$ cat config.mk
export PLATFORM = sky130hd
export DESIGN_NAME = ioctl_mzf_loader
export DESIGN_NICKNAME = d
export VERILOG_FILES = /design/src/rtl/sharpmz_pkg.sv /design/src/rtl/mzf_wr_fifo.sv /design/src/rtl/ioctl_mzf_loader.sv
export SDC_FILE = /design/constraint.sdc
export NUM_CORES = 1
export LEC_CHECK = 0
export CAP_MARGIN = 0
export CORE_MARGIN = 10
export CORE_UTILIZATION = 40
export DETAILED_ROUTE_END_ITERATION = 7
export PLACE_DENSITY = 0.57
export SYNTH_ARGS = -nofsm -noshare
export SYNTH_HDL_FRONTEND = slang
export SYNTH_SLANG_ARGS = --single-unit
$ cat constraint.sdc
create_clock -name clk_sys -period 3.7 [get_ports clk_sys]
set_input_delay 0.37 -clock clk_sys [delete_from_list [all_inputs] [get_ports clk_sys]]
set_output_delay 0.37 -clock clk_sys [all_outputs]
set_load 0.03 [all_outputs]
$ cat src/rtl/sharpmz_pkg.sv
// Shared types and MZF tape header layout
// for the Sharp MZ ioctl loader.
package sharpmz_pkg;

  typedef enum logic [2:0] {
    ST_IDLE,
    ST_HEADER,
    ST_DATA,
    ST_DRAIN,
    ST_DONE,
    ST_ERROR
  } mzf_state_e;

  localparam int MZF_HDR_LEN = 128;

  localparam int HDR_ATTR = 0;
  localparam int HDR_SIZE = 18;
  localparam int HDR_LOAD = 20;
  localparam int HDR_EXEC = 22;

  typedef struct packed {
    logic [15:0] addr;
    logic [7:0]  data;
  } mzf_wr_t;

endpackage

$ cat src/rtl/mzf_wr_fifo.sv
// First-word-fall-through write FIFO holding
// {address, data} pairs bound for emulator RAM.
module mzf_wr_fifo
  import sharpmz_pkg::*;
#(
  parameter int DEPTH = 4
) (
  input  logic                   clk_i,
  input  logic                   rst_ni,
  input  logic                   flush_i,
  input  logic                   push_i,
  input  logic                   pop_i,
  input  mzf_wr_t                data_i,
  output mzf_wr_t                data_o,
  output logic                   empty_o,
  output logic                   full_o,
  output logic [$clog2(DEPTH):0] count_o
);

  localparam int AW = $clog2(DEPTH);

  mzf_wr_t       mem_q [DEPTH];
  logic [AW-1:0] wr_q, wr_d;
  logic [AW-1:0] rd_q, rd_d;
  logic [AW:0]   cnt_q, cnt_d;
  logic          do_push;
  logic          do_pop;

  assign empty_o = (cnt_q == '0);
  assign full_o  = (cnt_q == (AW+1)'(DEPTH));
  assign count_o = cnt_q;
  assign data_o  = mem_q[rd_q];

  // a full FIFO still accepts a push when
  // the head leaves in the same cycle
  assign do_pop  = pop_i & ~empty_o;
  assign do_push = push_i & (~full_o | do_pop);

  always_comb begin
    wr_d  = wr_q;
    rd_d  = rd_q;
    cnt_d = cnt_q;
    if (flush_i) begin
      wr_d  = '0;
      rd_d  = '0;
      cnt_d = '0;
    end else begin
      if (do_push) wr_d = wr_q + AW'(1);
      if (do_pop)  rd_d = rd_q + AW'(1);
      unique case ({do_push, do_pop})
        2'b10:   cnt_d = cnt_q + (AW+1)'(1);
        2'b01:   cnt_d = cnt_q - (AW+1)'(1);
        default: cnt_d = cnt_q;
      endcase
    end
  end

  always_ff @(posedge clk_i or negedge rst_ni) begin
    if (!rst_ni) begin
      wr_q  <= '0;
      rd_q  <= '0;
      cnt_q <= '0;
    end else begin
      wr_q  <= wr_d;
      rd_q  <= rd_d;
      cnt_q <= cnt_d;
    end
  end

  always_ff @(posedge clk_i) begin
    if (do_push && !flush_i) mem_q[wr_q] <= data_i;
  end

endmodule

$ cat src/rtl/ioctl_mzf_loader.sv
// Parses an MZF tape image from the HPS ioctl
// stream and writes its body into emulator RAM.
module ioctl_mzf_loader
  import sharpmz_pkg::*;
#(
  parameter logic [7:0] MZF_INDEX  = 8'h01,
  parameter int         FIFO_DEPTH = 4
) (
  input  logic        clk_sys,
  input  logic        reset_n,
  input  logic        ioctl_download,
  input  logic        ioctl_wr,
  input  logic [7:0]  ioctl_index,
  input  logic [24:0] ioctl_addr,
  input  logic [7:0]  ioctl_dout,
  output logic        ioctl_wait,
  output logic        mem_req,
  output logic [15:0] mem_addr,
  output logic [7:0]  mem_data,
  input  logic        mem_ack,
  output logic [7:0]  hdr_attr,
  output logic [15:0] hdr_size,
  output logic [15:0] hdr_load,
  output logic [15:0] hdr_exec,
  output logic        load_done,
  output logic        load_err,
  output logic        busy
);

  localparam int CW = $clog2(FIFO_DEPTH) + 1;

  mzf_state_e  state_q, state_d;
  logic        dl_q;
  logic [7:0]  attr_q, attr_d;
  logic [15:0] size_q, size_d;
  logic [15:0] load_q, load_d;
  logic [15:0] exec_q, exec_d;
  logic [15:0] pcnt_q, pcnt_d;
  logic [15:0] wcnt_q, wcnt_d;
  logic        err_q, err_d;
  logic        done_q, done_d;

  logic        wr_acc;
  logic        start;
  logic        dl_fall;
  logic        hdr_last;
  logic        hdr_bad;
  logic        in_range;
  logic        push_req;
  logic        push;
  logic        pop;
  logic        flush;
  logic        full;
  logic        empty;
  logic [24:0] offset;
  logic [CW-1:0] count;
  mzf_wr_t     wr_ent;
  mzf_wr_t     head;

  assign wr_acc  = ioctl_wr & ~ioctl_wait;
  assign dl_fall = ~ioctl_download & dl_q;
  assign start   = ioctl_download & ~dl_q
                 & (ioctl_index == MZF_INDEX);

  assign offset   = ioctl_addr - 25'(MZF_HDR_LEN);
  assign in_range = (ioctl_addr >= 25'(MZF_HDR_LEN))
                  && (offset < {9'd0, size_q});
  assign hdr_last = wr_acc
                  && (ioctl_addr == 25'(MZF_HDR_LEN - 1));
  // 17-bit sum so an image ending exactly at 64K is legal
  assign hdr_bad  = (size_q == '0)
                  || (({1'b0, load_q} + {1'b0, size_q})
                      > 17'h10000);

  assign push_req = (state_q == ST_DATA) && wr_acc && in_range;
  assign pop      = mem_req & mem_ack;
  assign push     = push_req & (~full | pop);
  assign flush    = (state_q == ST_IDLE && start)
                  || (state_q == ST_ERROR);
  assign wr_ent   = {load_q + offset[15:0], ioctl_dout};

  assign ioctl_wait = (count >= CW'(FIFO_DEPTH - 1));
  assign mem_req    = ~empty
                    & ((state_q == ST_DATA)
                    || (state_q == ST_DRAIN));
  assign mem_addr   = head.addr;
  assign mem_data   = head.data;

  assign hdr_attr  = attr_q;
  assign hdr_size  = size_q;
  assign hdr_load  = load_q;
  assign hdr_exec  = exec_q;
  assign load_done = done_q;
  assign load_err  = err_q;
  assign busy      = (state_q != ST_IDLE);

  mzf_wr_fifo #(
    .DEPTH (FIFO_DEPTH)
  ) u_fifo (
    .clk_i   (clk_sys),
    .rst_ni  (reset_n),
    .flush_i (flush),
    .push_i  (push),
    .pop_i   (pop),
    .data_i  (wr_ent),
    .data_o  (head),
    .empty_o (empty),
    .full_o  (full),
    .count_o (count)
  );

  always_comb begin
    attr_d = attr_q;
    size_d = size_q;
    load_d = load_q;
    exec_d = exec_q;
    if (state_q == ST_HEADER && wr_acc) begin
      case (ioctl_addr)
        25'(HDR_ATTR):     attr_d        = ioctl_dout;
        25'(HDR_SIZE):     size_d[7:0]   = ioctl_dout;
        25'(HDR_SIZE + 1): size_d[15:8]  = ioctl_dout;
        25'(HDR_LOAD):     load_d[7:0]   = ioctl_dout;
        25'(HDR_LOAD + 1): load_d[15:8]  = ioctl_dout;
        25'(HDR_EXEC):     exec_d[7:0]   = ioctl_dout;
        25'(HDR_EXEC + 1): exec_d[15:8]  = ioctl_dout;
        default:           attr_d        = attr_q;
      endcase
    end
  end

  always_comb begin
    state_d = state_q;
    pcnt_d  = pcnt_q;
    wcnt_d  = wcnt_q;
    unique case (state_q)
      ST_IDLE: begin
        if (start) begin
          state_d = ST_HEADER;
          pcnt_d  = '0;
          wcnt_d  = '0;
        end
      end
      ST_HEADER: begin
        if (dl_fall)
          state_d = ST_DRAIN;
        else if (hdr_last)
          state_d = hdr_bad ? ST_ERROR : ST_DATA;
      end
      ST_DATA: begin
        if (push) pcnt_d = pcnt_q + 16'd1;
        if (pop)  wcnt_d = wcnt_q + 16'd1;
        if (pop && wcnt_d == size_q)
          state_d = ST_DONE;
        else if (push_req && !push)
          state_d = ST_ERROR;
        else if (dl_fall && pcnt_q < size_q)
          state_d = ST_DRAIN;
      end
      ST_DRAIN: begin
        if (empty) state_d = ST_ERROR;
      end
      ST_DONE: begin
        if (!ioctl_download) state_d = ST_IDLE;
      end
      ST_ERROR: begin
        if (!ioctl_download) state_d = ST_IDLE;
      end
      default: state_d = ST_IDLE;
    endcase
  end

  always_comb begin
    err_d = err_q;
    if (state_q == ST_IDLE && start) err_d = 1'b0;
    if (state_d == ST_ERROR)         err_d = 1'b1;
    done_d = (state_d == ST_DONE) && (state_q != ST_DONE);
  end

  // dl_q resets high so a download already in
  // flight at reset release is not seen as a start
  always_ff @(posedge clk_sys or negedge reset_n) begin
    if (!reset_n) begin
      state_q <= ST_IDLE;
      dl_q    <= 1'b1;
      attr_q  <= '0;
      size_q  <= '0;
      load_q  <= '0;
      exec_q  <= '0;
      pcnt_q  <= '0;
      wcnt_q  <= '0;
      err_q   <= 1'b0;
      done_q  <= 1'b0;
    end else begin
      state_q <= state_d;
      dl_q    <= ioctl_download;
      attr_q  <= attr_d;
      size_q  <= size_d;
      load_q  <= load_d;
      exec_q  <= exec_d;
      pcnt_q  <= pcnt_d;
      wcnt_q  <= wcnt_d;
      err_q   <= err_d;
      done_q  <= done_d;
    end
  end

endmodule

== After elaboration in Yosys (flattened, before gate mapping) ==
Memory sizes are Yosys's and may differ from the RTL's.
Index checks and enable logic that the tools add are counted.

* Memories kept: 1
* Output and inout bits: 85
* ROM bits: 0
* Latch bits: 0
* Bits in writable memories: 96
* Flip-flop bits (word level): 101

* Mux-type cells: 26
* Equality and inequality tests: 22
* $lt $le $gt $ge: 5
* Bitwise gates (word level): 16
* $add $sub $neg: 9
* Reduce and logical (&&, ||, !) cells: 36
* $mul: 0
* Shifts and indexed selects: 0
* Div/mod/pow operators: 0

{| class="wikitable"
|+ Memory list
! name !! words !! width !! read ports !! clocked after memory_dff !! wr ports !! line !! source
|-
| u_fifo.mem_q || 4 || 24 || 1 || 0 || 1 || mzf_wr_fifo.sv:22 || <nowiki>mzf_wr_t mem_q [DEPTH];</nowiki>
|}

{| class="wikitable"
|+ Operators with widths
! kind !! number
|-
| equality test 25 x 5 -> 1 bit (second input constant) || 6
|-
| 2-to-1 mux 16 bit || 4
|-
| case mux 16 bit (2 select lines) || 2
|-
| adder 16 x 1 -> 16 bit (second input constant) || 2
|-
| 2-to-1 mux 3 bit || 10
|-
| equality test 25 x 7 -> 1 bit (second input constant) || 1
|-
| >= comparator 25 x 8 -> 1 bit (second input constant) || 1
|-
| zero test 25 bit || 1
|-
| < comparator 25 x 16 -> 1 bit || 1
|-
| subtractor 25 x 8 -> 25 bit (second input constant) || 1
|-
| adder 16 x 16 -> 17 bit || 1
|-
| greater-than comparator 17 bit (second input constant) || 1
|-
| adder 16 bit || 1
|-
| equality test 16 bit || 1
|-
| zero test 16 bit || 1
|-
| < comparator 16 bit || 1
|-
| AND reduction 2 bit || 8
|-
| equality test 3 bit (second input constant) || 5
|-
| case mux 3 bit (5 select lines) || 1
|-
| logical AND 1 bit || 11
|-
| bitwise AND 1 bit || 9
|-
| equality test 8 x 1 -> 1 bit (second input constant) || 1
|-
| 2-to-1 mux 2 bit || 4
|-
| nonzero test 2 bit || 4
|-
| 20 further kinds || 36
|}

== Longest topological paths before layout ==
* Depth after elaboration: 13
* Mapped depth: 16

== By module ==
Synthesis repeated with hierarchy kept, for this count alone.

* Cells, all modules: 954
* Area total of the unflattened synthesis: 11,093.1 µm²

{| class="wikitable"
|+ By module, submodules not included
! module !! times used !! area each (µm²) !! cells an instance !! sequential area each (µm²)
|-
| ioctl_mzf_loader || 1 || 7,038.0 || 761 || 2,353.5
|-
| mzf_wr_fifo || 1 || 4,055.1 || 193 || 3,057.9
|}

== Worst setup path before layout ==
No wires, ideal clock.

* Path type: in2reg
* Start: input port ioctl_addr[12]
* End: memory u_fifo.mem_q[0][0] in the netlist's numbering, enable pin
* Arrival: 3.463 ns
* Path slack: -0.145 ns
* Stages on the path: 12
* Cell sequence: nor4_4 -> nand2_1 -> or3_1 -> xnor2_1 -> ha_1 -> nand2_1 -> nand4b_1 -> nor4_1 -> nand4_1 -> nor2_1 -> clkbuf_1 -> and2_1

* Word-level cells in the longest chain between the ends: 9

{| class="wikitable"
|+ RTL lines
! item !! line !! source
|-
| start: declaration || ioctl_mzf_loader.sv:14 || <nowiki>input logic [24:0] ioctl_addr,</nowiki>
|-
| subtractor 25 x 8 -> 25 bit || ioctl_mzf_loader.sv:65 || <nowiki>assign offset = ioctl_addr - 25'(MZF_HDR_LEN);</nowiki>
|-
| < comparator 25 x 16 -> 1 bit || ioctl_mzf_loader.sv:67 || <nowiki>&& (offset < {9'd0, size_q});</nowiki>
|-
| logical AND 1 bit * || ioctl_mzf_loader.sv:67 ||
|-
| logical AND 1 bit * || ioctl_mzf_loader.sv:75 || <nowiki>assign push_req = (state_q == ST_DATA) && wr_acc && in_range;</nowiki>
|-
| bitwise AND 1 bit * || ioctl_mzf_loader.sv:77 || <nowiki>assign push = push_req & (~full | pop);</nowiki>
|-
| bitwise AND 1 bit * || mzf_wr_fifo.sv:37 || <nowiki>assign do_push = push_i & (~full_o | do_pop);</nowiki>
|-
| logical AND 1 bit * || mzf_wr_fifo.sv:71 || <nowiki>if (do_push && !flush_i) mem_q[wr_q] <= data_i;</nowiki>
|-
| 2-to-1 mux 1 bit * || mzf_wr_fifo.sv:71 ||
|-
| 2-to-1 mux 1 bit (not written as such) * || mzf_wr_fifo.sv:71 ||
|-
| end: declaration || mzf_wr_fifo.sv:22 ||
|}

Mark *: on every way between the ends. The rest lies on a longest branch, timed or not.

== Worst setup path in the final report ==
* Start: register size_q[0], in the netlist hdr_size[0]
* End: register err_q, in the netlist load_err

* Word-level cells in the longest chain between the ends: 11

{| class="wikitable"
|+ RTL lines
! item !! line !! source
|-
| start: declaration || ioctl_mzf_loader.sv:35 || <nowiki>logic [15:0] size_q, size_d;</nowiki>
|-
| start signal: assignment || ioctl_mzf_loader.sv:197 || <nowiki>size_q <= size_d;</nowiki>
|-
| parallel branches: the longest is 8 deep, another holds adder 16 x 16 -> 17 bit || -- ||
|-
| case mux 3 bit (5 select lines) * || ioctl_mzf_loader.sv:135 || <nowiki>unique case (state_q)</nowiki>
|-
| via state_d[2] || ioctl_mzf_loader.sv:32 || <nowiki>mzf_state_e state_q, state_d;</nowiki>
|-
| equality test 3 bit * || ioctl_mzf_loader.sv:175 || <nowiki>if (state_d == ST_ERROR) err_d = 1'b1;</nowiki>
|-
| 2-to-1 mux 1 bit / nonzero test 2 bit (equally long branches) || -- ||
|-
| end signal: assignment || ioctl_mzf_loader.sv:202 || <nowiki>err_q <= err_d;</nowiki>
|-
| end: declaration || ioctl_mzf_loader.sv:40 || <nowiki>logic err_q, err_d;</nowiki>
|}

Mark *: on every way through the listed nets, which the timed path passes.
A chain may end at the register's enable or synchronous reset.

==> results.toml <==
[job]
cap_violations = 0

[global_routing]
grt_pass1_vias = 8294
grt-busiest-layer = "met2"
grt_pass1_wl_um = 51400
grt.met3_usage_pct = 2.92
grt_max_degree = 55
met1_usage_pct = 25.3
grt_overflow = 0
antenna_found_initial = 0
use_met2_pct = 31.4
grt_usage_pct = 18.8

[finish]
antenna_cells = 0
layout.nets = 1271
finalNonFillerCells = 1539
syn_to_final_growth_pct = 27.7
drive_gt1_share_pct = 18.9

[setup_path]
timing.critical_path.mode_cell = "o21ai_2"
critPathSlowestCell = "or4_1"
path_buf_inv = 1
cp_data_arrival_time_ns = 3.86
path_cells = "ha_1 -> fa_1 -> a211oi_2 -> o21ai_2 -> buf_4 -> a21oi_1 -> xnor2_1 -> or4_1 -> or4_4 -> o211ai_4 -> o21ai_2 -> a22o_1"
crit_path_end_kind = "register"
crit_path_max_incr_delay_ns = 0.53
crit_type = "reg2reg"
start_kind = "register"
path_delay_family = "compound AO/OA/AOI/OAI gates"
crit_fanout = 2
cp.required_ns = 4.04

[synthesis]
syn-num-nets = 1059
ys_top_cells_by_count = "dfrtp_1 (100), edfxtp_1 (96), nand2_1 (69), ha_1 (68)"
syn_inst = 942
synth_edf_count = 96
avgSynthCellArea_sq_um = 11.8
synth.yosys.seq_area_share_pct = 48.8
ys_top_cells_by_area = "edfxtp_1 (26%), dfrtp_1 (23%), ha_1 (7.7%), mux4_2 (4.9%), mux2_2 (4.5%)"
synthFlopType = "dfrtp_1"
yosys_warnings = 0
yosysTopAreaCellShare_pct = 26.0
ys_seq_elements = 197
synthArstFlopShare_pct = 51.3
yosysMostFrequentCell = "dfrtp_1"
synth_area_sq_um = 11100
synthDistinctLibCells = 72
synth_top_area_cell = "edfxtp_1"

[cts]
numCtsBuffers = 17
clock_latency_ns = 0.44
cts_tree = "built"
cts_hold_buf = 0
clock_sink_count = 197
path_clk_slew_ns = 0.09
cts_root_buf = "clkbuf_16"
h-tree-depth = 4
post-cts-setup-buffer-count = 0
ctsResizeCount = 0
cts.path.max_buffers = 2

[routing]
drtIter0Drc = 538
routed-via-count = 8398
drt-wirelength-per-cell_um = 21.4
drtPass1Iterations = 5
wirelength_um = 32900
drc = 0
detail-route-antenna-nets = 0
avgViaCountPerCell = 5.46

[outcome]
status = "finished, violations left"
violations = "hold timing"

[sta]
setup_viol_count_final = 0
skew_ns = 0.0194
fin_crit_sh_pct = 95.2
whs_ns = -0.0149
slew_violations = 0
min_period_ns = 3.52
setup_slack_ns = 0.178
hold_violations = 12
worst_pin_slew_ns = 0.803
fmax_ghz = 0.284
tns_ns = 0
maxSlewHeadroom_pct = 46.5

[placed_design]
placed_cells = 1507
place.port_buffers = 130
hpwl_um = 25400
dp_slack_ns = -0.0251
gp_congestion = 0.888

[power]
ir_worst_vdd_mv = 0.277
pwr_density_cell_nw_per_um2 = 373
leakage_nw = 5.86

[worst_hold_path]
hp-class = "in2async"

[die]
die_h_um = 187
die_area_sq_um = 34800
core-area_sq_um = 27100
chipWidth_um = 187
rows = 60
io_pins = 131
start_util_pct = 40.9
registers in the layout, indices dropped and copies added, names as in the netlist:
| signal | cells |
|---|---|
| wcnt_q | 16 |
| state_q | 3 |
| hdr_load | 16 |
| hdr_size | 16 |
| hdr_exec | 16 |
| u_fifo.mem_q | 96 |
| u_fifo.rd_q | 2 |
| u_fifo.wr_q | 2 |
| u_fifo.count_o | 3 |
| load_err | 1 |
| pcnt_q | 16 |
| dl_q | 1 |
| hdr_attr | 8 |
| load_done | 1 |
worst reg2reg max path, stage by stage (launching register included):
cell and delay (ns):
dfrtp_1 0.40, ha_1 0.24, fa_1 0.41, a211oi_2 0.29, o21ai_2 0.12, buf_4 0.15, a21oi_1 0.16, xnor2_1 0.12
or4_1 0.53, or4_4 0.45, o211ai_4 0.27, o21ai_2 0.10, a22o_1 0.20
cell families (layout without fill, tap and decap cells):
kind of cell / after synthesis / after routing / synth area share, %
fa+ha+maj: 71 / 71 / 8.21
buf+inv: 67 / 292 / 2.30
simple gates: 286 / 286 / 14.7
mux: 79 / 79 / 10.4
flops: 197 / 197 / 48.8
xor+xnor: 65 / 65 / 5.13
compound gates: 177 / 177 / 10.5
power by group:
| part | switching [mW] | internal (mW) |
|---|---|---|
| registers | 0.0861 | 2.33 |
| clock network | 1.01 | 0.943 |
| logic | 0.523 | 0.388 |
path summary, 6_finish.rpt:
path / cells after the start / endpoint / from / slack [ns]
worst max-delay path: 12 / load_err / hdr_size[0] / 0.18
worst min-delay path: 1 / wcnt_q[6] / reset_n / -0.01
worst max register to register: 12 / load_err / hdr_size[0] / 0.18
worst min register to register: 1 / hdr_exec[0] / hdr_exec[0] / 0.51
max in group asynchronous: 2 / hdr_exec[10] / reset_n / 2.96
min in group clk_sys: 1 / dl_q / ioctl_download / 0.41
area by class of cell:
| cell class | instances | area (sq um) |
|---|---|---|
| Fill cell | 2380 | 12900 |
| Clock inverter | 15 | 201 |
| Inverter | 38 | 143 |
| Multi-Input combinational cell | 678 | 5450 |
| Sequential cell | 197 | 5410 |
| Clock buffer | 17 | 425 |
| Timing Repair Buffer | 222 | 2060 |
| Tap cell | 372 | 465 |
cell usage in the layout (no fill, tap or decap), types with 19 or more instances in the layout:
cell type | netlist | layout
clkdlybuf4s50_1 | 0 | 129
dfrtp_1 | 100 | 99
edfxtp_1 | 96 | 96
buf_4 | 0 | 87
nand2_1 | 69 | 69
ha_1 | 68 | 68
nor2_1 | 47 | 47
o21ai_0 | 47 | 47
xnor2_1 | 46 | 46
mux2_2 | 44 | 44
inv_1 | 38 | 38
a21oi_1 | 32 | 32
mux4_2 | 24 | 24
nand3_1 | 23 | 23
nand4_1 | 22 | 22
xor2_1 | 19 | 19
metrics by stage:
stage          instance area (sq um)  total power, mW  hold slack, ns  utilization (%)
2_1_floorplan                  11100             2.95          0.0744                -
3_3_place_gp                   13500             3.38           0.481             49.9
3_5_place_dp                   13500             3.38           0.492             49.9
4_1_cts                        14100             5.33          0.0124             52.2
5_1_grt                        14200             5.49          0.0293             52.3
6_report                       14200             5.28         -0.0149             52.3
per-layer routing:
| layer | vias up | part of all wire, % |
|---|---|---|
| met4 | 0 | 1.3 |
| met5 | - | 0 |
| met2 | 215 | 49 |
| met1 | 4139 | 46 |
| li1 | 4016 | - |
| met3 | 28 | 3.9 |
Power figures use the tool's default switching activity.
